[src/rtl/arf_err_sched.sv]
// Run sequencer and error-statistics engine for a pair of ARF datapaths.
// Each vector is launched into both paths; their outputs are compared after a fixed settle time.
module arf_err_sched #(
  parameter int DATA_W     = 32,
  parameter int ER_THRESH  = 16,
  parameter int DP_LATENCY = 4,
  parameter int CNT_W      = 32,
  parameter int ACC_W      = 64
) (
  input  logic                 clk,
  input  logic                 rst_n,
  input  logic                 start,
  input  logic [CNT_W-1:0]     num_vec,
  input  logic                 vec_valid,
  output logic                 vec_ready,
  input  logic [10*DATA_W-1:0] vec_data,
  output logic [10*DATA_W-1:0] dp_in,
  output logic                 dp_launch,
  input  logic [DATA_W-1:0]    out_27_var,
  input  logic [DATA_W-1:0]    out_27_acc,
  input  logic [DATA_W-1:0]    out_28_var,
  input  logic [DATA_W-1:0]    out_28_acc,
  output logic                 busy,
  output logic                 done,
  output logic [CNT_W-1:0]     vec_cnt,
  output logic [4*CNT_W-1:0]   err_cnt,
  output logic [2*ACC_W-1:0]   err_sum,
  output logic [2*ACC_W-1:0]   abs_sum
);

  localparam int LAT_W = (DP_LATENCY < 2) ? 1 : $clog2(DP_LATENCY + 1);

  typedef enum logic [2:0] {S_IDLE, S_FETCH, S_WAIT, S_ACCUM, S_DONE} state_t;

  state_t                   state;
  logic [LAT_W-1:0]         lat_cnt;
  logic [CNT_W-1:0]         num_lat;
  logic [CNT_W-1:0]         er0_27, er1_27, er0_28, er1_28;
  logic signed [DATA_W-1:0] s27v, s27a, s28v, s28a;
  logic signed [ACC_W-1:0]  sum_27, sum_28, abs_27, abs_28;
  logic signed [ACC_W-1:0]  e27, e28, m27, m28;
  logic                     ne27, ne28, hi27, hi28;
  logic [CNT_W-1:0]         vec_next;

  function automatic logic signed [ACC_W-1:0] sext(input logic signed [DATA_W-1:0] x);
    return {{(ACC_W-DATA_W){x[DATA_W-1]}}, x};
  endfunction

  // Counters stick at all-ones instead of wrapping.
  function automatic logic [CNT_W-1:0] sat_inc(input logic [CNT_W-1:0] v, input logic en);
    if (en && (v != '1)) return v + CNT_W'(1);
    return v;
  endfunction

  always_comb begin
    e27  = sext(s27v) - sext(s27a);
    e28  = sext(s28v) - sext(s28a);
    m27  = (s27a > 0) ? sext(s27a) : -sext(s27a);
    m28  = (s28a > 0) ? sext(s28a) : -sext(s28a);
    ne27 = (e27 != '0);
    ne28 = (e28 != '0);
    hi27 = (s27v[DATA_W-1:ER_THRESH] != s27a[DATA_W-1:ER_THRESH]);
    hi28 = (s28v[DATA_W-1:ER_THRESH] != s28a[DATA_W-1:ER_THRESH]);
  end

  assign vec_next = sat_inc(vec_cnt, 1'b1);
  assign err_cnt  = {er1_28, er0_28, er1_27, er0_27};
  assign err_sum  = {sum_28, sum_27};
  assign abs_sum  = {abs_28, abs_27};

  always_ff @(posedge clk or negedge rst_n) begin
    if (!rst_n) begin
      state     <= S_IDLE;
      lat_cnt   <= '0;
      num_lat   <= '0;
      vec_ready <= 1'b0;
      dp_in     <= '0;
      dp_launch <= 1'b0;
      busy      <= 1'b0;
      done      <= 1'b0;
      vec_cnt   <= '0;
      er0_27    <= '0;
      er1_27    <= '0;
      er0_28    <= '0;
      er1_28    <= '0;
      sum_27    <= '0;
      sum_28    <= '0;
      abs_27    <= '0;
      abs_28    <= '0;
      s27v      <= '0;
      s27a      <= '0;
      s28v      <= '0;
      s28a      <= '0;
    end else begin
      dp_launch <= 1'b0;
      done      <= 1'b0;
      case (state)
        S_IDLE: begin
          if (start) begin
            busy    <= 1'b1;
            num_lat <= num_vec;
            vec_cnt <= '0;
            er0_27  <= '0;
            er1_27  <= '0;
            er0_28  <= '0;
            er1_28  <= '0;
            sum_27  <= '0;
            sum_28  <= '0;
            abs_27  <= '0;
            abs_28  <= '0;
            if (num_vec == '0) begin
              state <= S_DONE;
              done  <= 1'b1;
            end else begin
              state     <= S_FETCH;
              vec_ready <= 1'b1;
            end
          end
        end
        S_FETCH: begin
          if (vec_valid) begin
            dp_in     <= vec_data;
            dp_launch <= 1'b1;
            vec_ready <= 1'b0;
            lat_cnt   <= LAT_W'(DP_LATENCY);
            state     <= S_WAIT;
          end
        end
        // The counter spends one extra cycle at zero so sampling lands DP_LATENCY cycles after the launch cycle.
        S_WAIT: begin
          if (lat_cnt == '0) begin
            s27v  <= out_27_var;
            s27a  <= out_27_acc;
            s28v  <= out_28_var;
            s28a  <= out_28_acc;
            state <= S_ACCUM;
          end else begin
            lat_cnt <= lat_cnt - LAT_W'(1);
          end
        end
        S_ACCUM: begin
          er0_27  <= sat_inc(er0_27, ne27);
          er1_27  <= sat_inc(er1_27, hi27);
          er0_28  <= sat_inc(er0_28, ne28);
          er1_28  <= sat_inc(er1_28, hi28);
          sum_27  <= sum_27 + e27;
          sum_28  <= sum_28 + e28;
          abs_27  <= abs_27 + m27;
          abs_28  <= abs_28 + m28;
          vec_cnt <= vec_next;
          if (vec_next == num_lat) begin
            state <= S_DONE;
            done  <= 1'b1;
          end else begin
            state     <= S_FETCH;
            vec_ready <= 1'b1;
          end
        end
        S_DONE: begin
          state <= S_IDLE;
          busy  <= 1'b0;
        end
        default: begin
          state     <= S_IDLE;
          busy      <= 1'b0;
          vec_ready <= 1'b0;
        end
      endcase
    end
  end

endmodule

[config.mk]
export PLATFORM = sky130hd
export DESIGN_NAME = arf_err_sched
export DESIGN_NICKNAME = d
export VERILOG_FILES = /design/src/rtl/arf_err_sched.sv
export SDC_FILE = /design/constraint.sdc
export NUM_CORES = 2
export LEC_CHECK = 0
export CAP_MARGIN = 30
export CORE_AREA = 3 3 469 471
export CTS_CLUSTER_SIZE = 25
export DETAILED_ROUTE_END_ITERATION = 10
export DIE_AREA = 0 0 472 474
export RECOVER_POWER = 50
export SLEW_MARGIN = 20
export SYNTH_ARGS = -nofsm -noshare
export SYNTH_HDL_FRONTEND = slang
export SYNTH_SLANG_ARGS = --single-unit
[constraint.sdc]
create_clock -name clk -period 8.7 [get_ports clk]
set_input_delay 2.175 -clock clk [delete_from_list [all_inputs] [get_ports clk]]
set_output_delay 2.175 -clock clk [all_outputs]
set_load 0.005 [all_outputs]
# Word level (Yosys, flattened, before mapping)
# Cells that the tools add are included.
# totals
inputBits	484
output_inout_bits	740
wordCells	140
register_bits	906
# op_classes
n_mux	54
order_cmp	2
reduce_logical	25
n_eq_ne	22
n_addsub	14
n_bitwise	2
# op_table
operator	n
64-bit one-hot mux with 2 select lines	4
32-bit two-way mux	11
32-bit one-hot mux with 2 select lines	5
64-bit two-way mux	3
32-bit by 1-bit adder with 32-bit output (second input constant)	5
32-bit inequality test (second input constant)	5
64-bit by 33-bit adder with 64-bit output	2
64-bit adder	2
32-bit negator with 64-bit output	2
64-bit nonzero test	2
32-bit by 32-bit subtractor with 33-bit output	2
32-bit by 1-bit greater-than comparator with 1-bit output (second input constant)	2
32-bit == test	1
32-bit logical NOT	1
16-bit inequality test	2
3-bit two-way mux	7
2-bit inequality test (second input constant)	10
1-bit two-way mux	19
3-bit AND reduction	6
3-bit one-hot mux with 4 select lines	1
2-bit AND reduction	5
3-bit by 2-bit == test with 1-bit output (second input constant)	2
3-bit logical NOT	2
3-bit one-hot mux with 2 select lines	1
11 further kinds	17

# Longest topological paths before layout
# depth
depth_word	7
depth_mapped	26
ltp_nobuf	24

# Worst setup path after synthesis
# Ideal clock, no wire load.
# synth_path
kind	register to register
start	register s28a[30]
end	register sum_28[61]
setup_slack_ps	2078
synth_period_minus_slack_ps	6622
setup_ps	133
t_required_ps	8567
path_stages_with_launch	24
path_buffers	3
t_arrival_ps	6489
cell_sequence	dfrtp_1 clkbuf_1 buf_1 inv_1 ha_1 inv_1 o211ai_1 a2111oi_0 a31oi_1 a31oi_1 ha_1 clkbuf_1 a21oi_1 o21ai_0 a21oi_1 nor2_1 o41ai_1 o31a_1 a21oi_1 o41ai_1 o221ai_1 a21oi_1 xor2_1 o21ai_0
# synth_between
elab_chain_len	3
# synth_lines
item	line	rtl
from (decl)	39	logic signed [DATA_W-1:0] s27v, s27a, s28v, s28a;
from (signal assigned)	135	s28a <= out_28_acc;
32-bit by 32-bit subtractor with 33-bit output	57	e28 = sext(s28v) - sext(s28a);
64-bit by 33-bit adder with 64-bit output	147	sum_28 <= sum_28 + e28;
64-bit one-hot mux with 2 select lines	97	case (state)
to (signal assigned)	147	
to (decl)	40	logic signed [ACC_W-1:0] sum_27, sum_28, abs_27, abs_28;
# Every way passes these cells.
# A chain may end at the register's enable or synchronous reset.

# Worst setup path in the final report
# layout_path
start	register s27a[6]
end	register abs_27[56]
# layout_between
elab_chain_len	4
word_cells_on_any_way	5
classes_between	add/sub (2); order compare (1); mux (2)
# layout_lines
item	line	rtl
from (decl)	39	
from (signal assigned)	133	s27a <= out_27_acc;
32-bit negator with 64-bit output or 32-bit by 1-bit greater-than comparator with 1-bit output (tied branches)	58	m27 = (s27a > 0) ? sext(s27a) : -sext(s27a);
64-bit two-way mux (*)	58	
64-bit adder (*)	148	abs_27 <= abs_27 + m27;
64-bit one-hot mux with 2 select lines (*)	97	
to (signal assigned)	148	
to (decl)	40	
# Every way passes the cells marked *; elsewhere a longest branch is shown, timed or not.

==> out/qor.txt <==
======================================================================================
Antenna violations before repair                                                    85
Max-cap violation count                                                             17
Sequential element share of the synthesized area                                 0.401
Chip Height                                                                     474 um
Die Outline Area                                                           224000 um^2
Synth top area share                                                             0.401
Wire length per cell                                                           30.5 um
Number of flip-flops and latches in the synthesized netlist                        906
Clock root buffer master                                                  sky130_fd_sc_hd__clkbuf_16
Global-route wire length before repair                                       424000 um
Instance count of the mapped netlist                                              5996
Reported leakage power                                                       0.0326 uW
Overall routing resource usage                                                   0.268
Fin crit period                                                                7780 ps
Via density per instance                                                          5.23
Overall power                                                                 36700 uW
Number of buffers added to fix hold violations after cts                             0
Worst relative slew slack                                                        -2.17
Final setup vio count                                                                0
Placement-stage cell area                                                   71900 um^2
Status                                                                    complete, but fails checks
Violated checks                                                           max-capacitance violations, max-slew violations
Final Skew                                                                     97.4 ps
Utilization after layout                                                         0.351
Pins over their slew limit                                                        1334
Clock H-tree levels                                                                  3
Count of buffers from port buffering                                              1223
Biggest area contributors in the synthesized netlist                      sky130_fd_sc_hd__dfrtp_1, sky130_fd_sc_hd__mux2_2, sky130_fd_sc_hd__ha_1
Final instance area                                                         76100 um^2
Maximum clock insertion buffer count                                                 3
Clock buffers created by TritonCTS                                                 112
Startpoint type of the worst setup path                                      flip-flop
Post-Synthesis Mean Instance Area                                            9.43 um^2
Met2 global-route usage                                                          0.440
Number of clock sinks                                                              906
Power per cell area                                                        483 nW/um^2
Core region area                                                           217000 um^2
Most heavily used metal layer in global routing                                   met2
Maximum ir drop on the vdd rail                                               0.274 mV
Met1 layer usage reported by global route                                        0.285
Final standard cell count with taps included and fillers excluded                10200
Effective utilization at floorplan                                               0.261
Overall routed net length                                                    312000 um
Met3 track utilization from global routing                                      0.0815
Biggest fanout along the worst timing path                                          18
First DRT Iteration DRCs                                                          4516
Detail Placement HPWL                                                        254000 um
Clock slew at the register clock pins of the worst setup and hold paths          70 ps
Synth cell types                                                                    99
Type of the worst setup path                                                   reg2reg
Achievable clock frequency                                                     129 MHz
Fraction of layout instances using a drive strength above 1                      0.101
Setup tns final                                                                   0 ps
Remaining antenna violation count after routing                                      0
Number of global-route vias before repair                                        51900
Number of gates resized after cts                                                    0
Clock insertion delay at the later pin of the skew report                       810 ps
Number of enable flip-flop cells after synthesis                                     0
Final Hold Fails                                                                     0
RSZ-0062 raised after global routing                                                no
Layout overhead on the synthesized area                                          34.6%
Ys Warns                                                                             0
Flip-flop cell with the highest count after synthesis                     sky130_fd_sc_hd__dfrtp_1
Fraction of registers with async set/reset                                        1.00
Actual slew at the worst max-slew pin                                          4760 ps
Setup repair bufs after CTS                                                          0
Core Rows                                                                          171
Kind of end point of the critical path                                       flip-flop
Min-Delay Path Class                                                           reg2reg
Pin count of the biggest net entering global routing                               147
Number of optimization iterations in the first detailed-route pass                   6
CTS tree                                                                         built
Placed Instances                                                                  9870
Die X-Extent                                                                    472 um
Ratio of final minimum period to clock period                                    0.894
DRC viols                                                                            0
Data required time at the worst endpoint                                       9330 ps
Number of vias in the routed layout                                              53500
Residual overflow from global routing                                                0
RD Place Congestion                                                               1.02
Largest area contributor in the netlist                                   sky130_fd_sc_hd__dfrtp_1
Signal arrival time at the worst endpoint                                      8410 ps
Netlist area before placement                                               56600 um^2
Layout Nets                                                                       7951
I/O pin count                                                                     1224
======================================================================================
==> placed cells by master, fill, tap and decap left out, drive strengths merged, types with 50 or more instances in the layout <==
| cell type | synthesis | layout |
|---|---|---|
| clkdlybuf4s50 | 0 | 1127 |
| dfrtp | 906 | 906 |
| nand2 | 710 | 710 |
| o21ai | 488 | 488 |
| mux2 | 451 | 451 |
| a21oi | 358 | 358 |
| ha | 327 | 327 |
| nor2 | 287 | 287 |
| xnor2 | 242 | 242 |
| a21o | 208 | 208 |
| inv | 184 | 186 |
| xor2 | 182 | 182 |
| clkbuf | 247 | 179 |
| nand3 | 172 | 172 |
| diode | 0 | 151 |
| nand4 | 118 | 118 |
| dlygate4sd3 | 0 | 95 |
| nor3 | 90 | 90 |
| and3 | 74 | 74 |
| o31ai | 68 | 68 |
| nand2b | 54 | 54 |
| o21bai | 54 | 54 |
| nor4 | 54 | 54 |
| a31oi | 50 | 50 |
==> logic make-up (layout without fill, tap and decap cells) <==
logic type | count (synthesis) | in the layout | share of synthesized area
simple gates | 1805 | 1805 | 0.155
compound gates | 1602 | 1602 | 0.181
flops | 906 | 906 | 0.401
buf+inv | 467 | 1662 | 0.0319
mux | 458 | 458 | 0.0910
xor+xnor | 424 | 424 | 0.0657
fa+ha+maj | 333 | 333 | 0.0745
other cells | 1 | 183 | 0.0000663
==> state kept, by name, indices dropped and copies added, names as in the netlist, 3 cells and up <==
register	flops
abs_28	64
lat_cnt	3
num_lat	32
er1_28	32
er0_28	32
s28v	32
dp_in	320
vec_cnt	32
er0_27	32
s28a	32
abs_27	64
s27a	32
s27v	32
sum_27	64
state	3
sum_28	64
er1_27	32
==> synthesized netlist by cell type, types with 89 or more instances <==
master                       n
sky130_fd_sc_hd__a21o_1    208
sky130_fd_sc_hd__a21oi_1   357
sky130_fd_sc_hd__clkbuf_1  247
sky130_fd_sc_hd__dfrtp_1   906
sky130_fd_sc_hd__ha_1      327
sky130_fd_sc_hd__inv_1     184
sky130_fd_sc_hd__mux2_2    451
sky130_fd_sc_hd__nand2_1   708
sky130_fd_sc_hd__nand3_1   171
sky130_fd_sc_hd__nand4_1   118
sky130_fd_sc_hd__nor2_1    286
sky130_fd_sc_hd__nor3_1     89
sky130_fd_sc_hd__o21ai_0   475
sky130_fd_sc_hd__xnor2_1   242
sky130_fd_sc_hd__xor2_1    182
==> power by group <==
group | switching, uW | internal [uW] | total [uW]
registers | 1740 | 5830 | 7570
logic | 14100 | 10000 | 24100
clock network | 2130 | 2900 | 5020
==> worst max-delay path, cell delays in order, from the launching register on <==
cell                       delay, ps
sky130_fd_sc_hd__dfrtp_1         420
sky130_fd_sc_hd__or4_1           580
sky130_fd_sc_hd__or3_1           410
sky130_fd_sc_hd__or4_4           530
sky130_fd_sc_hd__nor2_4          130
sky130_fd_sc_hd__nand4_1         180
sky130_fd_sc_hd__or4_4           480
sky130_fd_sc_hd__nor3_4          490
sky130_fd_sc_hd__or2_1           230
sky130_fd_sc_hd__buf_4           270
sky130_fd_sc_hd__nand2_1          80
sky130_fd_sc_hd__o21ai_0         120
sky130_fd_sc_hd__inv_1           110
sky130_fd_sc_hd__fa_1            450
sky130_fd_sc_hd__nor2b_1         130
sky130_fd_sc_hd__o21a_1          130
sky130_fd_sc_hd__o21ai_0         150
sky130_fd_sc_hd__o211ai_1        400
sky130_fd_sc_hd__nand4_1         280
sky130_fd_sc_hd__o211a_1         300
sky130_fd_sc_hd__o31ai_1         220
sky130_fd_sc_hd__buf_4           190
sky130_fd_sc_hd__o31a_1          150
sky130_fd_sc_hd__o21ai_0         250
sky130_fd_sc_hd__buf_2           250
sky130_fd_sc_hd__o21bai_1        320
sky130_fd_sc_hd__a31o_2          200
sky130_fd_sc_hd__o311ai_0        130
==> stage by stage <==
step	hold WS (ps)	setup WS [ps]
2_1_floorplan	465	2080
3_3_place_gp	479	1060
3_5_place_dp	477	1060
4_1_cts	492	980
5_1_grt	521	277
6_report	480	921
==> layer usage <==
metal  share of wire  vias up
met2            0.47     2230
met3           0.081      562
met1            0.35    26500
met5         0.00033        -
met4           0.097       14
li1                -    24200
==> worst paths after layout <==
| check | from | slack (ps) | to | cells past startpoint |
|---|---|---|---|---|
| setup reg to reg | s27a[6] | 920 | abs_27[56] | 27 |
| setup / recovery | s27a[6] | 920 | abs_27[56] | 27 |
| hold reg to reg | sum_27[63] | 480 | sum_27[63] | 1 |
| min in group asynchronous | rst_n | 3130 | sum_28[7] | 1 |
| hold / removal | sum_27[63] | 480 | sum_27[63] | 1 |
| max in group asynchronous | rst_n | 1340 | vec_cnt[17] | 4 |
==> cell type report <==
class                           count  area, um^2
Fill cell                       22000      140000
Tap cell                         2854        3570
Inverter                          184         691
Antenna cell                      151         378
Timing Repair Buffer             1276       12700
Clock buffer                      157        3230
Clock inverter                     45         656
Sequential cell                   906       22700
Multi-Input combinational cell   4654       32200
Power figures use the tool's default switching activity.
